<file path="src/rtl/sdes_pkg.sv">
// S-DES definitions shared by the encrypt and decrypt datapaths: widths, tables, FSM states.
// Tables list source bit positions (1-based from the MSB) in output-bit order.
package sdes_pkg;
    localparam int KEY_W = 10;
    localparam int BLK_W = 8;

    typedef enum logic [2:0] {IDLE, KEYGEN, ROUND1, ROUND2, DONE} sdes_state_t;

    localparam int P10_T   [10] = '{3, 5, 2, 7, 4, 10, 1, 9, 8, 6};
    localparam int P8_T    [8]  = '{6, 3, 7, 4, 8, 5, 10, 9};
    localparam int IP_T    [8]  = '{2, 6, 3, 1, 4, 8, 5, 7};
    localparam int IPINV_T [8]  = '{4, 1, 3, 5, 7, 2, 8, 6};
    localparam int EP_T    [8]  = '{4, 1, 2, 3, 2, 3, 4, 1};
    localparam int P4_T    [4]  = '{2, 4, 3, 1};

    localparam logic [1:0] S0_T [4][4] = '{'{2'd1, 2'd0, 2'd3, 2'd2},
                                           '{2'd3, 2'd2, 2'd1, 2'd0},
                                           '{2'd0, 2'd2, 2'd1, 2'd3},
                                           '{2'd3, 2'd1, 2'd3, 2'd2}};
    localparam logic [1:0] S1_T [4][4] = '{'{2'd0, 2'd1, 2'd2, 2'd3},
                                           '{2'd2, 2'd0, 2'd1, 2'd3},
                                           '{2'd3, 2'd0, 2'd1, 2'd0},
                                           '{2'd2, 2'd1, 2'd0, 2'd3}};

    function automatic logic [KEY_W-1:0] perm_p10(input logic [KEY_W-1:0] k);
        logic [KEY_W-1:0] r;
        r = '0;
        for (int i = 0; i < KEY_W; i++) r[KEY_W-1-i] = k[KEY_W-P10_T[i]];
        return r;
    endfunction

    function automatic logic [BLK_W-1:0] perm_p8(input logic [KEY_W-1:0] k);
        logic [BLK_W-1:0] r;
        r = '0;
        for (int i = 0; i < BLK_W; i++) r[BLK_W-1-i] = k[KEY_W-P8_T[i]];
        return r;
    endfunction

    function automatic logic [BLK_W-1:0] perm_ip(input logic [BLK_W-1:0] d);
        logic [BLK_W-1:0] r;
        r = '0;
        for (int i = 0; i < BLK_W; i++) r[BLK_W-1-i] = d[BLK_W-IP_T[i]];
        return r;
    endfunction

    function automatic logic [BLK_W-1:0] perm_ipinv(input logic [BLK_W-1:0] d);
        logic [BLK_W-1:0] r;
        r = '0;
        for (int i = 0; i < BLK_W; i++) r[BLK_W-1-i] = d[BLK_W-IPINV_T[i]];
        return r;
    endfunction

    function automatic logic [BLK_W-1:0] perm_ep(input logic [3:0] d);
        logic [BLK_W-1:0] r;
        r = '0;
        for (int i = 0; i < BLK_W; i++) r[BLK_W-1-i] = d[4-EP_T[i]];
        return r;
    endfunction

    function automatic logic [3:0] perm_p4(input logic [3:0] d);
        logic [3:0] r;
        r = '0;
        for (int i = 0; i < 4; i++) r[3-i] = d[4-P4_T[i]];
        return r;
    endfunction

    function automatic logic [4:0] ls1(input logic [4:0] x);
        return {x[3:0], x[4]};
    endfunction

    // Returns {K1, K2}; K2 uses the halves rotated a further two places (LS-2).
    function automatic logic [2*BLK_W-1:0] gen_subkeys(input logic [KEY_W-1:0] key);
        logic [KEY_W-1:0] p, s1, s2;
        p  = perm_p10(key);
        s1 = {ls1(p[9:5]), ls1(p[4:0])};
        s2 = {ls1(ls1(s1[9:5])), ls1(ls1(s1[4:0]))};
        return {perm_p8(s1), perm_p8(s2)};
    endfunction
endpackage

</file>
<file path="src/rtl/sdes_fk.sv">
// S-DES round function fk: left nibble XORed with P4(S-boxes(E/P(right) ^ subkey)).
// Purely combinational; right nibble passes through unchanged.
module sdes_fk
    import sdes_pkg::*;
(
    input  logic [BLK_W-1:0] data_i,
    input  logic [BLK_W-1:0] subkey_i,
    output logic [BLK_W-1:0] data_o
);
    logic [BLK_W-1:0] t;
    logic [1:0]       s0, s1;

    always_comb begin
        t  = perm_ep(data_i[3:0]) ^ subkey_i;
        // Row from the outer bits, column from the inner pair of each nibble.
        s0 = S0_T[{t[7], t[4]}][{t[6], t[5]}];
        s1 = S1_T[{t[3], t[0]}][{t[2], t[1]}];
        data_o = {data_i[7:4] ^ perm_p4({s0, s1}), data_i[3:0]};
    end
endmodule

</file>
<file path="src/rtl/simple_des_decrypt.sv">
// Multi-cycle S-DES engine (DIRECTION=1 decrypt, 0 encrypt); out_valid 4 edges after accept.
// One job at a time: in_ready only in IDLE, result held in DONE until out_ready.
module simple_des_decrypt
    import sdes_pkg::*;
#(
    parameter bit DIRECTION = 1'b1
) (
    input  logic             clk,
    input  logic             reset,
    input  logic             in_valid,
    output logic             in_ready,
    input  logic [BLK_W-1:0] ciphertext,
    input  logic [KEY_W-1:0] key,
    output logic             out_valid,
    input  logic             out_ready,
    output logic [BLK_W-1:0] plaintext,
    output logic             busy
);
    sdes_state_t      state_q, state_d;
    logic [KEY_W-1:0] key_q, key_d;
    logic [BLK_W-1:0] data_q, data_d;
    logic [BLK_W-1:0] k1_q, k1_d, k2_q, k2_d;
    logic [BLK_W-1:0] pt_q, pt_d;
    logic [BLK_W-1:0] first_key, second_key;
    logic [BLK_W-1:0] fk_in, fk_key, fk_out;

    assign first_key  = DIRECTION ? k2_q : k1_q;
    assign second_key = DIRECTION ? k1_q : k2_q;
    // data_q holds the ciphertext until ROUND1, then the swapped half-round result.
    assign fk_in      = (state_q == ROUND1) ? perm_ip(data_q) : data_q;
    assign fk_key     = (state_q == ROUND1) ? first_key : second_key;

    sdes_fk u_fk (
        .data_i   (fk_in),
        .subkey_i (fk_key),
        .data_o   (fk_out)
    );

    always_comb begin
        state_d = state_q;
        key_d   = key_q;
        data_d  = data_q;
        k1_d    = k1_q;
        k2_d    = k2_q;
        pt_d    = pt_q;
        case (state_q)
            IDLE: begin
                if (in_valid) begin
                    key_d   = key;
                    data_d  = ciphertext;
                    state_d = KEYGEN;
                end
            end
            KEYGEN: begin
                {k1_d, k2_d} = gen_subkeys(key_q);
                state_d      = ROUND1;
            end
            ROUND1: begin
                data_d  = {fk_out[3:0], fk_out[7:4]};
                state_d = ROUND2;
            end
            ROUND2: begin
                pt_d    = perm_ipinv(fk_out);
                state_d = DONE;
            end
            DONE: begin
                if (out_ready) state_d = IDLE;
            end
            default: state_d = IDLE;
        endcase
    end

    always_ff @(posedge clk or negedge reset) begin
        if (!reset) begin
            state_q <= IDLE;
            key_q   <= '0;
            data_q  <= '0;
            k1_q    <= '0;
            k2_q    <= '0;
            pt_q    <= '0;
        end else begin
            state_q <= state_d;
            key_q   <= key_d;
            data_q  <= data_d;
            k1_q    <= k1_d;
            k2_q    <= k2_d;
            pt_q    <= pt_d;
        end
    end

    assign in_ready  = (state_q == IDLE);
    assign busy      = (state_q != IDLE);
    assign out_valid = (state_q == DONE);
    assign plaintext = pt_q;
endmodule

</file>
<file path="config.mk">
export PLATFORM = sky130hd
export DESIGN_NAME = simple_des_decrypt
export DESIGN_NICKNAME = d
export VERILOG_FILES = /design/src/rtl/sdes_pkg.sv /design/src/rtl/sdes_fk.sv /design/src/rtl/simple_des_decrypt.sv
export SDC_FILE = /design/constraint.sdc
export NUM_CORES = 1
export LEC_CHECK = 0
export CORE_ASPECT_RATIO = 0.8
export CORE_MARGIN = 2
export CORE_UTILIZATION = 52
export DETAILED_ROUTE_END_ITERATION = 8
export PLACE_DENSITY = 0.79
export SKIP_CTS_REPAIR_TIMING = 1
export SLEW_MARGIN = 20
export SYNTH_ARGS = -nofsm -noshare
export SYNTH_HDL_FRONTEND = slang
export SYNTH_SLANG_ARGS = --single-unit
</file>
<file path="constraint.sdc">
create_clock -name clk -period 4.8 [get_ports clk]
set_clock_uncertainty 0.2 [all_clocks]
set_input_delay 1.2 -clock clk [delete_from_list [all_inputs] [get_ports clk]]
set_output_delay 1.2 -clock clk [all_outputs]
set_load 0.005 [all_outputs]
</file>
==> impl_metrics.tcl, run 1 <==
set metrics [dict create \
    grt_pass1_wl_um 7260 \
    drv_cap 0 \
    yosys.area_share.adder_pct 2.32 \
    crit_type "reg -> out" \
    synthSimpleGateAreaFrac_pct 10.1 \
    synth_top_family_by_area "multiplexers" \
    fill_cells 300 \
    cts_buffers 5 \
    hpwl_um 3000 \
    min-delay-path-class "reg -> reg" \
    grt_max_degree 40 \
    core_mm2 0.00388 \
    syn-num-nets 210 \
    area_growth_pct 21.3 \
    htreeDepth 2 \
    finalHoldViolCount 0 \
    slew_violations 0 \
    netlist.area_leader.share_pct 45.3 \
    ioPinCount 33 \
    ys.flop_type "dfrtp_1" \
    fmax_ghz 0.331 \
    ys_warn_count 0 \
    wl_per_cell_um 15.7 \
    synth_edf_count 0 \
    relSlewSlack_pct 38.8 \
    synthCells 184 \
    rsz0062_at_grt "no" \
    nNetsFinal 241 \
    antenna_found_initial 0 \
    crit_path_end_kind "output port" \
    cts_tree "yes" \
    multi_input_area_mm2 0.00109 \
    synth.yosys.seq_area_share_pct 45.3 \
    cts.sinks 39 \
    r2r_slack_ns 1.98 \
    synthXorXnorAreaFrac_pct 8.95 \
    drt_iter0_markers 118 \
    max_slew.worst_pin.slew_ns 0.917 \
    grt_pass1_vias 1504 \
    diodes 0 \
    overflow 0 \
    start_util_pct 55.5 \
    grt.total_usage_pct 20.8 \
    fin_util_pct 67.3 \
    viasPerCell 5.47 \
    synth_cell_types 41 \
    setup_tns_ns 0 \
    synth_area_leaders "dfrtp_1, mux2_2, xnor2_1, mux2i_4, mux2i_1" \
    synth-compound-area-share_pct 7.50 \
    synth_mux_area_share_pct 21.9 \
    cts.path.max_buffers 2 \
    dieArea_mm2 0.00467 \
    cp_max_fo 6 \
    status "finished clean" \
    yosys_register_bits 39 \
    place_ws_ns 1.55 \
    path_clk_slew_ns 0.08 \
    slowest_delay_ns 0.56 \
    layout-drive-gt1-share_pct 23.6 \
    gp_congestion 0.822 \
    antenna_left 0 \
    num_vias 1483 \
    rows 20 \
    port_buffers 32 \
    async_reset_ff_share_pct 100 \
    avgSynthCellArea_um2 11.7 \
    fin_ws_ns 1.78 \
    startpoint_type "flip-flop" \
    min_period_ns 3.02 \
    slowest_stage "clkdlybuf4s50_1" \
    worstPathCellList "nor3_1 > clkdlybuf4s50_1" \
    die_w_um 75.9 \
    drtPass1Iterations 4 \
    arrival_ns 1.62 \
    finalSetupViolCount 0 \
    cp.required_ns 3.40 \
    synth_area_mm2 0.00215 \
    seq_area_um2 976 \
    cts_root_buffer "clkbuf_8" \
    dieHeight_um 61.6 \
    wl_um 4250 \
    yosysTopAreaCell "dfrtp_1" \
    clkLatencyLatePin_ns 0.30 \
    period_share_pct 62.9 \
    drc_errors 0 \
]
worst max-delay path, delay by kind of cell (launching register included):
family	cells	cell delay (ns)
buffers and inverters	1	0.56
flip-flops	1	0.45
AND/OR/NAND/NOR	1	0.31
through the flow:
step	std cells	instance area (um2)	hold WS, ns
after floorplan	184	2150	0.271
after global placement	263	2490	0.264
after detailed placement	263	2490	0.273
after CTS	271	2610	0.290
after global routing	271	2610	0.315
final	271	2610	0.284
final cells by class:
class,count,share of cell area (%)
clock inverters,2,1.34
inverters,7,1.01
repair buffers,34,12.6
well taps,55,2.64
multi-input cells,128,41.8
clock buffers,6,3.16
flip-flops and latches,39,37.4
routing by layer:
| metal | wire [um] | vias to the layer above | global-route usage, % |
|---|---|---|---|
| li1 | - | 708 | - |
| met4 | 116 | 0 | 12.7 |
| met2 | 1970 | 47 | 34.4 |
| met1 | 1950 | 715 | 25.8 |
| met3 | 206 | 13 | 4.84 |
| met5 | 0 | - | 0 |
layout by cell type (no fill, tap or decap), drive strengths merged, types with 5 or more instances in the layout:
| master | count |
|---|---|
| dfrtp | 39 |
| clkdlybuf4s50 | 31 |
| mux2 | 29 |
| xnor2 | 17 |
| nand2 | 16 |
| mux2i | 10 |
| inv | 7 |
| clkbuf | 6 |
| o21ai | 6 |
| xor2 | 5 |
state kept, by name, summed over array words and instances (netlist names):
register   cells
first_key      3
k1_q           7
key_q         10
plaintext      8
data_q         8
state_q        3
synthesized netlist by cell type, types with 2 or more instances:
cell type	count
nor3_1	4
nand2_1	16
buf_6	2
xnor2_1	17
nor2b_1	2
clkbuf_1	5
nor3b_1	2
dfrtp_1	39
mux2_2	28
nand3b_1	2
a22oi_1	4
o21ai_1	2
inv_1	6
ha_1	4
a21oi_1	4
mux2i_1	6
a211oi_1	2
o21ai_0	4
mux2i_4	3
xor2_1	5
nor2_1	4
nand3_1	3
buf_2	2
kinds of logic (layout without fill, tap and decap cells):
kind of cell | after synthesis | count (layout)
xor gates and xnor gates | 22 | 22
AOI/OAI and AO/OA | 23 | 23
and+or+nand+nor | 40 | 40
DFF | 39 | 39
buffers and inverters | 17 | 49
adders and majority gates | 4 | 4
muxes | 39 | 39
final timing paths:
check,from,to,depth (start not counted)
max in group asynchronous,reset,k1_q[1]$_DFFE_PN0P_,1
max,state_q[0]$_DFFE_PN0P_,in_ready,2
min in group asynchronous,reset,plaintext[4]$_DFFE_PN0P_,1
min,plaintext[2]$_DFFE_PN0P_,plaintext[2]$_DFFE_PN0P_,2
max reg2reg,state_q[0]$_DFFE_PN0P_,data_q[0]$_DFFE_PN0P_,7
min reg2reg,plaintext[2]$_DFFE_PN0P_,plaintext[2]$_DFFE_PN0P_,2
Power of run 1 is left out: the tool's default activity adds up to more than one toggle a clock period on the data nets, which glitch-free logic cannot reach.
==> run 2: changes to the inputs <==
clock period = 2.9 ns   (was 4.8 ns; I/O delays follow)
==> run 2 against run 1 <==
  * Sequential share of layout area increased by 0.054 points
  * Utilization down 0.097 points
  * Die area unchanged
  * Critical path depth up 5
  * Final cell count unchanged
  * Via count is 1.3% higher
  * Global-route usage shrank 0.19 points
  * Non-clock buffer count is 1 higher
  * Register-to-register slack got worse by 1.9 ns
  * Count of clock-buffer cells in the layout decreased by 1
  * Setup slack got worse by 1.7 ns
  * Flip-flop and latch count stayed put
  * Critical path type is now reg -> reg
  * Largest cell class unchanged
  * Highest routed layer unchanged
==> impl_metrics.tcl, run 2 (same netlist as run 1, synthesis figures left out) <==
set metrics [dict create \
    max_slew.worst_pin.slew_ns 0.859 \
    start_util_pct 55.5 \
    timing.rr.start "state_q[0]$_DFFE_PN0P_" \
    grt_pass1_wl_um 7290 \
    nNetsFinal 242 \
    arrival_ns 2.81 \
    fmax_ghz 0.361 \
    holdPathEnd "plaintext[5]$_DFFE_PN0P_" \
    core_mm2 0.00388 \
    largest_reg_flops 10 \
    port_buffers 32 \
    place_ws_ns 0.173 \
    path_clk_slew_ns 0.07 \
    dieArea_mm2 0.00467 \
    grt_max_degree 40 \
    grt.total_usage_pct 20.6 \
    layout-drive-gt1-share_pct 23.6 \
    gp_congestion 0.876 \
    die_w_um 75.9 \
    area_growth_pct 21.1 \
    finalSetupViolCount 0 \
    hpwl_um 3160 \
    status "finished clean" \
    min-delay-path-class "reg -> reg" \
    period_share_pct 95.6 \
    overflow 0 \
    relSlewSlack_pct 42.7 \
    wl_um 4340 \
    slew_violations 0 \
    slowest_stage "or3b_4" \
    reg2regPathDepth 7 \
    cts_tree "yes" \
    htreeDepth 2 \
    hp-start "plaintext[5]$_DFFE_PN0P_" \
    fin_ws_ns 0.128 \
    slowest_delay_ns 0.55 \
    grt_pass1_vias 1532 \
    crit_type "reg -> reg" \
    cp_max_fo 12 \
    rows 20 \
    num_vias 1503 \
    rsz0062_at_grt "no" \
    cts.path.max_buffers 2 \
    startpoint_type "flip-flop" \
    viasPerCell 5.55 \
    wl_per_cell_um 16.0 \
    r2r_end "data_q[0]$_DFFE_PN0P_" \
    ioPinCount 33 \
    cts_root_buffer "clkbuf_8" \
    top_register "key_q" \
    drv_cap 0 \
    min_period_ns 2.77 \
    drt_iter0_markers 60 \
    drc_errors 0 \
    finalHoldViolCount 0 \
    clkLatencyLatePin_ns 0.30 \
    setup_tns_ns 0 \
    crit_path_end_kind "flip-flop" \
    antenna_found_initial 0 \
    dieHeight_um 61.6 \
    cts_buffers 5 \
    layout_commonest_cell "dfrtp_1" \
    cp.required_ns 2.93 \
    antenna_left 0 \
    min_path_cells 2 \
    drtPass1Iterations 4 \
    final_cell_mix "dfrtp_1, clkdlybuf4s50_1, mux2_2" \
    cts.sinks 39 \
    diodes 0 \
    r2r_slack_ns 0.13 \
    worstPathCellList "or3b_4 > mux2i_2 > ha_1 > mux2i_1 > nor3_1 > a221o_1 > nor2_1" \
]
run 2: critical path, delay by kind of cell, from the launching register on:
family	cells	cell delay (ns)
AO/OA/AOI/OAI	1	0.28
flip-flops	1	0.46
multiplexers	2	0.71
adder cells (fa/ha/maj)	1	0.32
AND/OR/NAND/NOR	3	0.75
run 2: worst max-delay path by stage:
stage	start	end	cells past startpoint
final	state_q[0]$_DFFE_PN0P_	data_q[0]$_DFFE_PN0P_	7
after global routing	state_q[0]$_DFFE_PN0P_	data_q[0]$_DFFE_PN0P_	7
after CTS	state_q[0]$_DFFE_PN0P_	data_q[0]$_DFFE_PN0P_	7
after detailed placement	state_q[0]$_DFFE_PN0P_	data_q[0]$_DFFE_PN0P_	7
after global placement	state_q[0]$_DFFE_PN0P_	plaintext[2]$_DFFE_PN0P_	7
after floorplan	state_q[0]$_DFFE_PN0P_	data_q[2]$_DFFE_PN0P_	9
run 2: metal layers:
layer | global-route usage, % | vias to the layer above | wire length [um]
met5 | 0 | - | 0
met3 | 4.40 | 12 | 232
li1 | - | 703 | -
met4 | 10.1 | 0 | 85
met1 | 24.0 | 737 | 1860
met2 | 37.9 | 51 | 2160
run 2: stage by stage:
step | area (um2) | hold WS [ns] | utilization (%) | instances
5_1_grt | 2610 | 0.322 | 67.2 | 271
4_1_cts | 2610 | 0.292 | 67.2 | 271
3_5_place_dp | 2500 | 0.276 | 64.5 | 264
3_3_place_gp | 2500 | 0.270 | 64.5 | 264
6_report | 2610 | 0.287 | 67.2 | 271
2_1_floorplan | 2150 | 0.229 | - | 184
run 2: final cells by class:
type	instances	area, um2
fill	301	1270
multi-input combinational	128	1090
clock buffer	5	68.8
timing repair buffer	35	338
inverter	7	26.3
tap	55	68.8
sequential	39	976
clock inverter	2	37.5
Power of run 2 is left out for the same reason.
